### config.mk
export PLATFORM = sky130hd
export DESIGN_NAME = hazard_ctrl
export DESIGN_NICKNAME = d
export VERILOG_FILES = /design/src/rtl/hazard_ctrl.sv
export SDC_FILE = /design/constraint.sdc
export NUM_CORES = 1
export LEC_CHECK = 0
export CAP_MARGIN = 20
export CELL_PAD_IN_SITES_DETAIL_PLACEMENT = 1
export CELL_PAD_IN_SITES_GLOBAL_PLACEMENT = 1
export CORE_AREA = 2 2 92 77
export DETAILED_ROUTE_END_ITERATION = 7
export DIE_AREA = 0 0 94 79
export MAX_ROUTING_LAYER = met4
export PLACE_DENSITY = 0.78
export RECOVER_POWER = 100
export SYNTH_ARGS = -nofsm -noshare
export SYNTH_HDL_FRONTEND = slang
export SYNTH_SLANG_ARGS = --single-unit
### constraint.sdc
create_clock -name clk -period 2.4 [get_ports clk]
set_input_delay 0.24 -clock clk [delete_from_list [all_inputs] [get_ports clk]]
set_output_delay 0.24 -clock clk [all_outputs]
set_load 0.005 [all_outputs]
### src/rtl/hazard_ctrl.sv
// Pipeline hazard/stall sequencer: per-stage hold, bubble and flush controls,
// FPU occupancy tracking in EX, load-use detection, redirect qualification.
module hazard_ctrl #(
  parameter int unsigned REGFILE_LEN = 6,
  parameter int unsigned FPU_LATENCY = 4,
  parameter int unsigned CNT_WIDTH   = 32
) (
  input  logic                   clk,
  input  logic                   rst,
  input  logic                   ext_stall,
  input  logic [REGFILE_LEN-1:0] id_rs1,
  input  logic [REGFILE_LEN-1:0] id_rs2,
  input  logic                   id_uses_rs1,
  input  logic                   id_uses_rs2,
  input  logic                   ex_valid,
  input  logic                   ex_mem_read,
  input  logic                   ex_alu_fpu,
  input  logic [REGFILE_LEN-1:0] ex_rd,
  input  logic                   redirect_req,
  output logic                   pc_stall,
  output logic                   if_id_stall,
  output logic                   id_ex_stall,
  output logic                   ex_mem_stall,
  output logic                   mem_wb_stall,
  output logic                   if_id_flush,
  output logic                   id_ex_flush,
  output logic                   ex_mem_flush,
  output logic                   redirect_en,
  output logic                   fpu_busy,
  output logic [CNT_WIDTH-1:0]   stall_count
);

  localparam int unsigned CW = (FPU_LATENCY > 2) ? $clog2(FPU_LATENCY) : 1;
  localparam logic [CW-1:0] CNT_LAST = CW'(FPU_LATENCY - 1);

  typedef enum logic {RUN, FPU_WAIT} state_t;

  state_t        state;
  logic [CW-1:0] cnt;
  logic          fpu_hold;
  logic          load_use;

  // cnt stays 0 in RUN, so the first cycle of an FPU op is the cnt==0 case
  assign fpu_hold = ex_valid & ex_alu_fpu & (FPU_LATENCY > 1) & (cnt != CNT_LAST);
  assign load_use = ex_valid & ex_mem_read & (ex_rd != '0) &
                    ((id_uses_rs1 & (id_rs1 == ex_rd)) | (id_uses_rs2 & (id_rs2 == ex_rd)));
  assign fpu_busy = (state == FPU_WAIT);

  always_comb begin
    pc_stall     = 1'b0;
    if_id_stall  = 1'b0;
    id_ex_stall  = 1'b0;
    ex_mem_stall = 1'b0;
    mem_wb_stall = 1'b0;
    if_id_flush  = 1'b0;
    id_ex_flush  = 1'b0;
    ex_mem_flush = 1'b0;
    redirect_en  = 1'b0;
    if (!rst) begin
      if (ext_stall) begin
        pc_stall     = 1'b1;
        if_id_stall  = 1'b1;
        id_ex_stall  = 1'b1;
        ex_mem_stall = 1'b1;
        mem_wb_stall = 1'b1;
      end else if (fpu_hold) begin
        pc_stall     = 1'b1;
        if_id_stall  = 1'b1;
        id_ex_stall  = 1'b1;
        ex_mem_flush = 1'b1;
      end else if (load_use) begin
        pc_stall     = 1'b1;
        if_id_stall  = 1'b1;
        id_ex_flush  = 1'b1;
      end else if (redirect_req) begin
        redirect_en  = 1'b1;
        if_id_flush  = 1'b1;
      end
    end
  end

  always_ff @(posedge clk) begin
    if (rst) begin
      state       <= RUN;
      cnt         <= '0;
      stall_count <= '0;
    end else begin
      if (pc_stall && (stall_count != '1))
        stall_count <= stall_count + 1'b1;
      if (!ext_stall) begin
        if (fpu_hold) begin
          state <= FPU_WAIT;
          cnt   <= cnt + 1'b1;
        end else begin
          state <= RUN;
          cnt   <= '0;
        end
      end
    end
  end

endmodule
**Yosys cells after proc, flatten, opt, wreduce, memory -nomap -nowiden**

Cells that the tools add are included.

- Equality and inequality tests: 4
- Bitwise gates (word level): 8
- Add/sub/neg operators: 2
- Reductions and logical operators: 2
- Muxes and demuxes: 20

Operators by type and width:

| cell | count |
|---|---|
| 32-bit by 1-bit adder with 32-bit output (second input constant) | 1 |
| 32-bit inequality test (second input constant) | 1 |
| 1-bit 2-to-1 mux | 19 |
| 6-bit equality test | 2 |
| 1-bit bitwise AND | 7 |
| 6-bit nonzero test | 1 |
| 2-bit by 1-bit adder with 2-bit output (second input constant) | 1 |
| 2-bit 2-to-1 mux | 1 |
| 2-bit inequality test (second input constant) | 1 |
| 1-bit logical AND | 1 |
| 1-bit OR | 1 |

- Word-level logic and storage cells: 39
- Output and inout bits: 42
- Input port bits: 27
- Flip-flop bits (word level): 35

**Longest topological paths before layout**

- Depth in word-level cells: 9
- Gate-level depth with buffers: 9
- Mapped depth without buffers: 7

**Least setup slack after synthesis**

Ideal clock, no wire load.

- Path type: register to register
- Start point: register stall_count[0]
- End point: register stall_count[12]
- Arrival: 1,975 ps
- Buffers on the path: 1
- Required time: 2,279 ps
- Setup slack: 304 ps
- Clock period less this slack: 2,096 ps
- Stages on the path, launching flop included: 9
- Library setup time: 121 ps
- Cell sequence: dfxtp_1 > ha_1 > nand2_1 > or3_1 > nand4bb_1 > o211ai_4 > buf_6 > nor4_1 > mux2_4

- Cells in the longest elaborated chain, start to end: 2
- Elaborated cells between the ends (all ways): 3
- Those cells by class: add/sub (1); eq/ne (1); reduce/logical (1)

RTL lines:

| what | line | source |
|---|---|---|
| from (decl) | 30 | `output logic [CNT_WIDTH-1:0] stall_count` |
| from (signal assigned) | 89 | `stall_count <= stall_count + 1'b1;` |
| branches (longest 2 deep; another with 32-bit by 1-bit adder with 32-bit output) | n/a |  |

Parallel ways; which one is timed is not known.
A chain may end at the register's enable or synchronous reset.

**Final worst setup path**

- Start point: input port ex_rd[1]
- End point: output port id_ex_flush

- Cells in the longest elaborated chain, start to end: 8
- Elaborated cells between the ends (all ways): 12
- Those cells by class: eq/ne (2); mux (4); bitwise (5); reduce/logical (1)

RTL lines:

| what | line | source |
|---|---|---|
| from (decl) | 18 | `input logic [REGFILE_LEN-1:0] ex_rd,` |
| 6-bit equality test | 46 | `((id_uses_rs1 & (id_rs1 == ex_rd)) \| (id_uses_rs2 & (id_rs2 == ex_rd)));` |
| 1-bit bitwise AND | 46 |  |
| 1-bit OR | 46 |  |
| 1-bit bitwise AND (*) | 45 | `assign load_use = ex_valid & ex_mem_read & (ex_rd != '0) &` |
| 1-bit 2-to-1 mux (*) | 71 | `end else if (load_use) begin` |
| 1-bit 2-to-1 mux (*) | 66 | `end else if (fpu_hold) begin` |
| 1-bit 2-to-1 mux (*) | 60 | `if (ext_stall) begin` |
| 1-bit 2-to-1 mux (*) | 59 | `if (!rst) begin` |
| to (decl) | 26 | `output logic id_ex_flush,` |

Mark *: on every way between the ends. The rest lies on a longest branch, timed or not.

==> results by group <==
Detailed routing
  • DR vias: 2136
  • Antenna Nets Post-Route: 0
  • Routed length per instance: 15.2 µm
  • DRC errors left: 0
  • 1st-pass router iterations: 4
  • WL final: 6.22 mm
  • Via/cell ratio: 5.21
  • DRT iter0 DRCs: 35

Global routing
  • GRT Util Overall: 0.185
  • Largest net degree at the start of global routing: 28
  • Vias in the first global route: 2168
  • Initial antenna violation count: 0
  • GRT overflow: 0
  • First-pass GRT wire length: 10.6 mm

Clock network
  • CTS Buf Count: 5
  • CTS tree: done
  • Worst skew pair latency: 0.29 ns
  • CTS max path bufs: 2
  • Worst-path clk slew: 0.07 ns
  • Hold_buf cts: 0
  • H-tree depth: 2
  • Num Clock Sinks: 35
  • Root buf cell: clkbuf_8

Timing
  • Hold Violations, Final: 0
  • Fin crit share: 0.952
  • Clock Skews: 0.00593 ns
  • Headroom to the max-slew limit: 0.640
  • # setup viols final: 0
  • Slew Limit Fails: 0
  • Max Freq: 438 MHz
  • Worst-margin pin slew: 0.536 ns
  • Final Critical Period: 2.29 ns
  • RSZ-0062 raised after global routing: false

Floorplan
  • Rows: 27
  • Die X: 94 µm
  • Starting Density: 0.297
  • Ports: 69
  • DIE AREA: 0.00743 mm²
  • Core Footprint: 0.00659 mm²
  • Die H: 79 µm

Worst setup path
  • Critical path's largest stage delay: 0.51 ns
  • Worst path depth: 7
  • Worst R2R Path Depth: 7
  • CP bufs+invs: 3
  • Critical path endpoint category: primary output
  • Crit path max-delay family: buffers and inverters
  • Worst Setup Path Type: in2out
  • Startpoint types: primary input
  • Crit path cell chain: clkdlybuf4s50_1 -> or4_1 -> o311a_1 -> nand2_2 -> clkbuf_4 -> nor3_1 -> dlygate4sd2_1
  • CP required: 2.16 ns
  • Crit path DAT: 2.05 ns
  • Critical-path maximum fanout: 3
  • CP max stage cell: or4_1

Synth
  • Post-synthesis cell area: 0.00196 mm²
  • Cell variety after synth: 41
  • YS warnings: 0
  • Post-synthesis sequential area ratio: 0.358
  • Synth Instances: 237
  • Syn nets: 266
  • Syn_area_per_cell: 8.26 µm²
  • Yosys reg bits: 35

Layout
  • Final Core Density: 0.446
  • Ant. Diodes: 0
  • Nets@finish: 351
  • Commonest non-fill, non-tap cell in the layout: dlygate4sd3_1
  • Area Growth Syn to Fin: 50.1%
  • Layout cells sized above 1: 0.118
  • Most frequent cells in the layout: 36 x dlygate4sd3_1, 35 x dfxtp_1, 28 x a21oi_1
  • Final instance area: 0.00294 mm²

Power
  • Leakage power: 1.06 nW
  • Worst vdd ir: 188 µV
  • Pwr per Cell Area: 424 mW/mm²

Placement
  • Gp weighted congestion: 0.770
  • Hpwl dp: 4.82 mm
  • Buffers on Ports: 68
  • DP Area: 0.00279 mm²

Job
  • Max_cap viols: 0

Outcome
  • Status: completed

Worst hold path
  • Worst Hold Depth: 2
  • Tightest Hold Check Type: reg2reg
[report_power, final]
part           total (mW)  internal [mW]  switching [mW]
clock               0.472          0.262           0.210
combinational       0.181          0.100          0.0805
sequential          0.593          0.587         0.00609
total                1.25          0.949           0.297
[synth_stat cells, drive strengths merged]
cell type	instances	area, µm²
a211oi	1	12.5
a21oi	28	140
a22o	1	8.76
and2b	1	7.51
and3	4	25.0
and4	2	17.5
buf	8	66.3
clkbuf	4	15.0
dfxtp	35	701
ha	2	25.0
inv	1	3.75
mux2	2	26.3
mux2i	1	10.0
nand2	15	56.3
nand2b	2	20.0
nand3	14	75.1
nand3b	1	7.51
nand4	10	62.6
nand4bb	1	11.3
nor2	13	48.8
nor2b	4	25.0
nor3	8	45.0
nor4	3	18.8
o2111ai	1	8.76
o211ai	2	33.8
o21ai	21	105
o22ai	1	6.26
o311a	1	10.0
o31ai	5	37.5
or3	24	150
or4	6	45.0
xnor2	12	105
xor2	3	26.3
[metal layers]
metal  track usage  wire [µm]  vias up
met5             -          0        -
met4        0.0580        121        0
met3        0.0455        205       12
met2         0.292       2970       39
met1         0.233       2920     1030
li1              -          -     1055
[metrics by stage]
step | instances | total power [mW] | worst slack (ns) | hold WS [ns] | TNS, ns
after floorplan | 237 | 0.691 | 0.304 | 0.385 | 0
after global placement | 397 | 0.779 | -0.140 | 0.467 | -1.02
after detailed placement | 397 | 0.784 | -0.247 | 0.492 | -3.23
after CTS | 407 | 1.26 | 0.0448 | 0.511 | 0
after global routing | 410 | 1.32 | 0.0199 | 0.545 | 0
final | 410 | 1.25 | 0.114 | 0.503 | 0
[flip-flops by register name, summed over array words and instances, names as in the netlist]
signal / flops
fpu_busy: 1
stall_count: 32
cnt: 2
[worst reg2reg max path: stages (launching register included)]
cell      delay (ns)
dfxtp_1         0.44
nand3_2         0.18
or3_1           0.45
a211oi_2        0.25
o211ai_4        0.18
buf_4           0.19
or3_1           0.31
a21oi_1         0.15
[cell families after synthesis]
kind of cell | Yosys count | share of synthesized area
AOI/OAI and AO/OA | 61 | 0.185
adders and majority gates | 2 | 0.0128
muxes | 3 | 0.0185
DFF | 35 | 0.358
buffers and inverters | 13 | 0.0435
xor gates and xnor gates | 15 | 0.0671
and+or+nand+nor | 108 | 0.315
[final timing paths]
| check | from | end | slack, ns |
|---|---|---|---|
| worst max register to register | stall_count[3] | stall_count[20] | 0.19 |
| worst max-delay path | ex_rd[1] | id_ex_flush | 0.11 |
| worst min register to register | stall_count[24] | stall_count[24] | 0.50 |
| worst min-delay path | stall_count[24] | stall_count[24] | 0.50 |
[area by class of cell]
cell class / instances / area [µm²]
fill: 799 / 3650
multi-input combinational: 189 / 1180
timing repair buffer: 90 / 840
sequential: 35 / 701
tap: 87 / 109
clock buffer: 8 / 100
inverter: 1 / 3.75
[timing repair]
item,CTS,global route
gates cloned,0,0
gates resized for setup,10,3
setup endpoints to repair,5,18
setup buffers,2,3
pin swaps,1,1
(Power assumes the default switching activity.)
